==> src/rtl/lut_bitserial_acc_pkg.sv <==
// Shared definitions for the LUT mux, weight fetch and bit-serial accumulator.
// Holds datapath widths, the precision encoding and the accumulator FSM states.
package lut_bitserial_acc_pkg;

    localparam int IN_W     = 16;
    localparam int MAX_BITS = 16;
    localparam int ACC_W    = 32;
    localparam int WIN_W    = 8;

    // Weight precision stored as (bit planes - 1)
    typedef logic [3:0] prec_t;

    typedef enum logic [1:0] {
        IDLE  = 2'd0,
        RUN   = 2'd1,
        FLUSH = 2'd2
    } state_t;

endpackage

==> src/rtl/lut_bitserial_acc_if.sv <==
// Job control, partial-sum input and result output bundle of the accumulator.
// The master side is the job issuer / LUT mux / result consumer, the slave side is the accumulator.
interface lut_bitserial_acc_if #(
    parameter int IN_W  = lut_bitserial_acc_pkg::IN_W,
    parameter int ACC_W = lut_bitserial_acc_pkg::ACC_W,
    parameter int WIN_W = lut_bitserial_acc_pkg::WIN_W
);
    logic                              start;
    lut_bitserial_acc_pkg::prec_t      prec_m1;
    logic                              signed_w;
    logic [WIN_W-1:0]                  num_win;
    logic [IN_W-1:0]                   psum;
    logic                              psum_valid;
    logic                              psum_ready;
    lut_bitserial_acc_pkg::prec_t      plane_idx;
    logic [ACC_W-1:0]                  res;
    logic                              res_valid;
    logic                              res_ready;
    logic                              busy;
    logic                              done;

    modport master (
        output start, prec_m1, signed_w, num_win, psum, psum_valid, res_ready,
        input  psum_ready, plane_idx, res, res_valid, busy, done
    );

    modport slave (
        input  start, prec_m1, signed_w, num_win, psum, psum_valid, res_ready,
        output psum_ready, plane_idx, res, res_valid, busy, done
    );
endinterface

==> src/rtl/lut_bitserial_acc_shift.sv <==
// Shift-and-add datapath: folds one sign-extended partial sum per bit plane into the accumulator.
// The first (MSB) plane loads the accumulator directly, negated for two's complement weights.
module bs_shift_acc #(
    parameter int IN_W  = lut_bitserial_acc_pkg::IN_W,
    parameter int ACC_W = lut_bitserial_acc_pkg::ACC_W
) (
    input  logic                    clk,
    input  logic                    rst_n,
    input  logic                    first,
    input  logic                    signed_w,
    input  logic [IN_W-1:0]         psum,
    input  logic                    en,
    input  logic                    clr,
    output logic signed [ACC_W-1:0] acc_next
);
    logic signed [ACC_W-1:0] w_psum_ext;
    logic signed [ACC_W-1:0] r_acc;

    assign w_psum_ext = {{(ACC_W-IN_W){psum[IN_W-1]}}, psum};

    // NOTE: every output of a combinational block gets a default first; a path
    // that leaves it unassigned would infer a latch.
    always_comb begin
        acc_next = (r_acc <<< 1) + w_psum_ext;
        if (first) begin
            acc_next = signed_w ? -w_psum_ext : w_psum_ext;
        end
    end

    // NOTE: state registers use non-blocking assignments so every flop samples
    // pre-edge values regardless of block ordering.
    always_ff @(posedge clk or negedge rst_n) begin
        if (!rst_n) begin
            r_acc <= '0;
        end else if (clr) begin
            r_acc <= '0;
        end else if (en) begin
            r_acc <= acc_next;
        end
    end
endmodule

==> src/rtl/lut_bitserial_acc.sv <==
// Bit-serial shift-and-accumulate stage behind the 8-to-1 LUT mux, MSB plane first.
// Sequences PREC planes per window and emits one result per window over valid/ready.
module lut_bitserial_acc #(
    parameter int IN_W     = lut_bitserial_acc_pkg::IN_W,
    parameter int MAX_BITS = lut_bitserial_acc_pkg::MAX_BITS,
    parameter int ACC_W    = lut_bitserial_acc_pkg::ACC_W,
    parameter int WIN_W    = lut_bitserial_acc_pkg::WIN_W
) (
    input  logic                 clk,
    input  logic                 rst_n,
    lut_bitserial_acc_if.slave   bus
);
    import lut_bitserial_acc_pkg::*;

    localparam int IDX_W = $clog2(MAX_BITS);

    state_t                  r_state;
    state_t                  w_state_next;
    logic [IDX_W-1:0]        r_prec;
    logic [IDX_W-1:0]        r_plane_idx;
    logic                    r_signed;
    logic [WIN_W-1:0]        r_num_win;
    logic [WIN_W-1:0]        r_win_cnt;
    logic signed [ACC_W-1:0] r_res;
    logic                    r_res_valid;
    logic                    r_done;

    logic                    w_psum_ready;
    logic                    w_accept;
    logic                    w_last;
    logic                    w_final_win;
    logic                    w_first;
    logic                    w_start_job;
    logic                    w_done_set;
    logic signed [ACC_W-1:0] w_acc_next;

    // The last plane may only land if the single output slot is free or draining this cycle
    assign w_psum_ready = (r_state == RUN) &&
                          !((r_plane_idx == '0) && r_res_valid && !bus.res_ready);
    assign w_accept     = w_psum_ready && bus.psum_valid;
    assign w_last       = w_accept && (r_plane_idx == '0);
    assign w_first      = (r_plane_idx == r_prec);
    assign w_final_win  = (r_win_cnt == r_num_win - WIN_W'(1));
    assign w_start_job  = (r_state == IDLE) && bus.start && (bus.num_win != '0);

    always_comb begin
        w_state_next = r_state;
        w_done_set   = 1'b0;
        case (r_state)
            IDLE: begin
                if (bus.start && (bus.num_win == '0)) begin
                    w_done_set = 1'b1;
                end else if (w_start_job) begin
                    w_state_next = RUN;
                end
            end
            RUN: begin
                if (w_last && w_final_win) begin
                    w_state_next = FLUSH;
                end
            end
            FLUSH: begin
                if (!r_res_valid || bus.res_ready) begin
                    w_done_set   = 1'b1;
                    w_state_next = IDLE;
                end
            end
            default: w_state_next = IDLE;
        endcase
    end

    always_ff @(posedge clk or negedge rst_n) begin
        if (!rst_n) begin
            r_state <= IDLE;
            r_done  <= 1'b0;
        end else begin
            r_state <= w_state_next;
            r_done  <= w_done_set;
        end
    end

    always_ff @(posedge clk or negedge rst_n) begin
        if (!rst_n) begin
            r_prec      <= '0;
            r_signed    <= 1'b0;
            r_num_win   <= '0;
            r_plane_idx <= '0;
            r_win_cnt   <= '0;
        end else if (w_start_job) begin
            r_prec      <= bus.prec_m1;
            r_signed    <= bus.signed_w;
            r_num_win   <= bus.num_win;
            r_plane_idx <= bus.prec_m1;
            r_win_cnt   <= '0;
        end else if (w_accept) begin
            r_plane_idx <= w_last ? r_prec : r_plane_idx - IDX_W'(1);
            if (w_last) begin
                r_win_cnt <= r_win_cnt + WIN_W'(1);
            end
        end
    end

    always_ff @(posedge clk or negedge rst_n) begin
        if (!rst_n) begin
            r_res       <= '0;
            r_res_valid <= 1'b0;
        end else if (w_last) begin
            r_res       <= w_acc_next;
            r_res_valid <= 1'b1;
        end else if (r_res_valid && bus.res_ready) begin
            r_res_valid <= 1'b0;
        end
    end

    bs_shift_acc #(
        .IN_W  (IN_W),
        .ACC_W (ACC_W)
    ) u_shift_acc (
        .clk      (clk),
        .rst_n    (rst_n),
        .first    (w_first),
        .signed_w (r_signed),
        .psum     (bus.psum),
        .en       (w_accept),
        .clr      (w_start_job || w_last),
        .acc_next (w_acc_next)
    );

    assign bus.psum_ready = w_psum_ready;
    assign bus.plane_idx  = r_plane_idx;
    assign bus.res        = r_res;
    assign bus.res_valid  = r_res_valid;
    assign bus.busy       = (r_state != IDLE);
    assign bus.done       = r_done;
endmodule
==> src/flat_wrapper.sv <==
// flat-port wrapper written by rule: the top's interface ports become plain ports
module lut_bitserial_acc_flat import lut_bitserial_acc_pkg::*;
#(
    parameter int IN_W     = lut_bitserial_acc_pkg::IN_W,
    parameter int MAX_BITS = lut_bitserial_acc_pkg::MAX_BITS,
    parameter int ACC_W    = lut_bitserial_acc_pkg::ACC_W,
    parameter int WIN_W    = lut_bitserial_acc_pkg::WIN_W
)
  (clk, rst_n, bus_start, bus_prec_m1, bus_signed_w, bus_num_win, bus_psum, bus_psum_valid, bus_res_ready, bus_psum_ready, bus_plane_idx, bus_res, bus_res_valid, bus_busy, bus_done);
  lut_bitserial_acc_if #(.IN_W(IN_W), .ACC_W(ACC_W), .WIN_W(WIN_W)) bus_i ();
  input  logic clk;
  input  logic rst_n;
  input wire logic [$bits(bus_i.start)-1:0] bus_start;
  input wire logic [$bits(bus_i.prec_m1)-1:0] bus_prec_m1;
  input wire logic [$bits(bus_i.signed_w)-1:0] bus_signed_w;
  input wire logic [$bits(bus_i.num_win)-1:0] bus_num_win;
  input wire logic [$bits(bus_i.psum)-1:0] bus_psum;
  input wire logic [$bits(bus_i.psum_valid)-1:0] bus_psum_valid;
  input wire logic [$bits(bus_i.res_ready)-1:0] bus_res_ready;
  output wire logic [$bits(bus_i.psum_ready)-1:0] bus_psum_ready;
  output wire logic [$bits(bus_i.plane_idx)-1:0] bus_plane_idx;
  output wire logic [$bits(bus_i.res)-1:0] bus_res;
  output wire logic [$bits(bus_i.res_valid)-1:0] bus_res_valid;
  output wire logic [$bits(bus_i.busy)-1:0] bus_busy;
  output wire logic [$bits(bus_i.done)-1:0] bus_done;
  assign bus_i.start = bus_start;
  assign bus_i.prec_m1 = bus_prec_m1;
  assign bus_i.signed_w = bus_signed_w;
  assign bus_i.num_win = bus_num_win;
  assign bus_i.psum = bus_psum;
  assign bus_i.psum_valid = bus_psum_valid;
  assign bus_i.res_ready = bus_res_ready;
  assign bus_psum_ready = bus_i.psum_ready;
  assign bus_plane_idx = bus_i.plane_idx;
  assign bus_res = bus_i.res;
  assign bus_res_valid = bus_i.res_valid;
  assign bus_busy = bus_i.busy;
  assign bus_done = bus_i.done;
  lut_bitserial_acc #(.IN_W(IN_W), .MAX_BITS(MAX_BITS), .ACC_W(ACC_W), .WIN_W(WIN_W)) u_core (.clk(clk), .rst_n(rst_n), .bus(bus_i));
endmodule
==> config.mk <==
export PLATFORM = sky130hd
export DESIGN_NAME = lut_bitserial_acc_flat
export DESIGN_NICKNAME = d
export VERILOG_FILES = /design/src/rtl/lut_bitserial_acc_pkg.sv /design/src/rtl/lut_bitserial_acc_if.sv /design/src/rtl/lut_bitserial_acc_shift.sv /design/src/rtl/lut_bitserial_acc.sv /design/src/flat_wrapper.sv
export SDC_FILE = /design/constraint.sdc
export NUM_CORES = 1
export LEC_CHECK = 0
export CAP_MARGIN = 5
export CORE_ASPECT_RATIO = 0.7
export CORE_MARGIN = 2
export CORE_UTILIZATION = 62
export CTS_CLUSTER_DIAMETER = 50
export DETAILED_ROUTE_END_ITERATION = 16
export GPL_ROUTABILITY_DRIVEN = 0
export PLACE_DENSITY = 0.95
export SLEW_MARGIN = 20
export SYNTH_ARGS = -nofsm -noshare
export SYNTH_HDL_FRONTEND = slang
export SYNTH_HIERARCHICAL = 1
export SYNTH_SLANG_ARGS = --single-unit
==> constraint.sdc <==
create_clock -name clk -period 6.4 [get_ports clk]
set_input_delay 1.28 -clock clk [delete_from_list [all_inputs] [get_ports clk]]
set_output_delay 1.28 -clock clk [all_outputs]
set_load 0.01 [all_outputs]
==> results_dict.tcl <==
set metrics [dict create \
    start_util_pct 63.33 \
    crit_path_end_kind "flop" \
    die_area_sq_mm 0.01139 \
    via_count 6225 \
    clock-sinks 92 \
    yosysSeqAreaShare_pct 35.24 \
    syn_avg_cell_area_sq_um 8.281 \
    status "completed" \
    hp-start "u_core/bus.res[30]" \
    grt_overflow 0 \
    synth_seq_cells 92 \
    antenna_found_initial 0 \
    hold_class "flop to flop" \
    grt_max_degree 74 \
    ctsHoldBuffers 0 \
    synth-edff-count 0 \
    rrSetupSlack_ns 3.26 \
    die_y_microns 89.89 \
    cts.htree.levels 3 \
    period_needed_ns 4.427 \
    leakage_nw 3.436 \
    holdWs_ns 0.4800 \
    rsz0062_at_grt "false" \
    syn-num-nets 860 \
    fillers 693 \
    worst_pin_slew_ns 1.016 \
    hold_path_end "u_core/bus.res[30]" \
    start_kind "input pin" \
    route.detailed.drc 0 \
    ant_nets 0 \
    worstReg2RegStart "u_core/u_shift_acc/r_acc[0]" \
    synth_area_sq_mm 0.006534 \
    ff_latch_area_sq_mm 0.002302 \
    tns_ns 0 \
    fmax_mhz 225.9 \
    layout_common_cells "nand2_1, dfrtp_1, clkdlybuf4s50_1" \
    finalHoldViolations 0 \
    cts_buffers 9 \
    cp_data_required_time_ns 6.65 \
    cts-resized-gates 0 \
    drv_cap 0 \
    finClkSkew_ns 0.009777 \
    grt_pass1_wl_mm 29.58 \
    die_x_microns 126.7 \
    synthFlopType "dfrtp_1" \
    io_buffers 73 \
    hpwl_mm 12.24 \
    grt_pass1_vias 5940 \
    setup_ws_ns 1.973 \
    maxSlewViolCount 0 \
    dr.pass1.iters 7 \
    track_usage_pct 32.00 \
    post_cts_buffers 0 \
    clockRootBuffer "clkbuf_16" \
    power_density_mw_per_mm2 545.5 \
    yosysWarnings 6 \
    reg2reg_to "u_core/u_shift_acc/r_acc[21]" \
    drt-total-wl_mm 17.84 \
    setup_violations 0 \
    drtIter0Drc 909 \
    wl_per_cell_microns 18.34 \
    max_slew_margin_pct 32.20 \
    path_clk_slew_ns 0.07 \
    layout-drive-gt1-share_pct 4.994 \
    clk-insertion-delay-late_ns 0.35 \
    reg2reg_depth 11 \
    antennaDiodeCount 0 \
    synthToLayoutAreaGrowth_pct 15.86 \
    io_pins 74 \
    rows 31 \
    coreArea_sq_mm 0.01032 \
    netlist_instances 789 \
    crit_type "input pin to flop" \
    hold_depth 2 \
    cts_tree "done" \
    final_nets 907 \
    cts_buffer_depth 2 \
    via_per_inst 6.398 \
    place_ws_ns 1.795 \
    min_period_over_period_pct 69.16 \
    yosysUniqueCellTypes 75 \
    arrival_ns 4.68 \
    synthArstFlopShare_pct 100.0 \
    multi_input_area_sq_mm 0.003949 \
    cp_max_fo 19 \
    ir_drop_mv 0.3022 \
    mostFrequentLayoutCell "nand2_1" \
]
==> area by class of cell <==
cell class | instances | share of cell area [%]
Clock inverter | 6 | 0.7273
Tap cell | 132 | 2.182
Sequential cell | 92 | 30.41
Timing Repair Buffer | 77 | 10.02
Inverter | 27 | 1.339
Multi-Input combinational cell | 629 | 52.17
Clock buffer | 10 | 3.157
==> sequential cells by signal, indices dropped and copies added (netlist names), 2 cells and up <==
name	cells
u_core/bus.plane_idx	4
u_core/bus.res	32
u_core/r_num_win	8
u_core/r_prec	4
u_core/r_state	2
u_core/r_win_cnt	8
u_core/u_shift_acc/r_acc	31
==> cell usage after synthesis, types with 9 or more instances <==
cell      instances  share of area (%)
a21o_1            9                1.0
nor3_1            9               0.69
inv_1            26                1.5
mux2i_1          24                3.7
nand3_1          17                1.3
ha_1             36                6.9
nand4_1           9               0.86
xnor2_1          29                3.9
nand2_1         165                9.5
o21ai_1           9               0.69
a21oi_1          50                3.8
a211oi_1         10                1.1
xor2_1           25                3.4
nand2b_1          9               0.86
dfrtp_1          92                 35
clkbuf_1         26                1.5
nor2_1           64                3.7
o21ai_0          40                3.1
==> routing by layer <==
| metal | global-route usage (%) | up-vias | part of all wire [%] |
|---|---|---|---|
| met5 | 0 | - | 0 |
| met4 | 11.08 | 0 | 2.8 |
| met3 | 5.655 | 60 | 9.4 |
| met2 | 50.32 | 373 | 45 |
| met1 | 45.02 | 2931 | 43 |
| li1 | - | 2861 | - |
==> how the worst max path moves through the flow <==
stage            startpoint                            to  slack, ns  depth (start not counted)
2_1_floorplan   bus_psum[9]  u_core/u_shift_acc/r_acc[15]       2.94                          7
5_1_grt        bus_psum[15]            u_core/bus.res[31]       1.81                         12
3_5_place_dp   bus_psum[15]            u_core/bus.res[31]       1.80                         12
3_3_place_gp   bus_psum[15]            u_core/bus.res[31]       1.88                         12
4_1_cts        bus_psum[15]            u_core/bus.res[31]       2.11                         12
6_report       bus_psum[15]            u_core/bus.res[31]       1.97                         12
==> metrics by stage <==
| stage | utilization, % | instance area, sq um | instances | power, W |
|---|---|---|---|---|
| floorplan | - | 6534 | 789 | 0.002791 |
| global placement | 70.52 | 7276 | 957 | 0.003403 |
| detailed placement | 70.52 | 7276 | 957 | 0.003494 |
| CTS | 73.37 | 7570 | 973 | 0.004069 |
| global route | 73.37 | 7570 | 973 | 0.004412 |
| finish | 73.37 | 7570 | 973 | 0.004130 |
==> worst max-delay path, stage by stage <==
cell and delay [ns]:
clkdlybuf4s50_1 0.87, ha_1 0.70, nand2_1 0.16, nor2_1 0.16, nand4_1 0.13, a21oi_1 0.34, nor2_1 0.12, o311ai_0 0.46
xnor2_1 0.19, mux2i_1 0.11, nand2_1 0.09, nand2_1 0.05
==> cell families after synthesis <==
family                   count (synthesis)  synth area share, %
AND/OR/NAND/NOR                        328                23.32
XOR/XNOR                                54                7.239
AO/OA/AOI/OAI                          185                18.63
flip-flops                              92                35.24
multiplexers                            25                3.849
adder cells (fa/ha/maj)                 37                7.200
buffers and inverters                   68                4.519
==> power by group <==
part | internal, W | leakage [nW] | switching (W)
combinational | 0.00106 | 2.16 | 0.00146
sequential | 0.000844 | 1.14 | 0.000236
clock | 0.000282 | 0.140 | 0.000247
total | 0.00218 | 3.44 | 0.00195
Note: power is estimated with default switching activity, not from simulation.
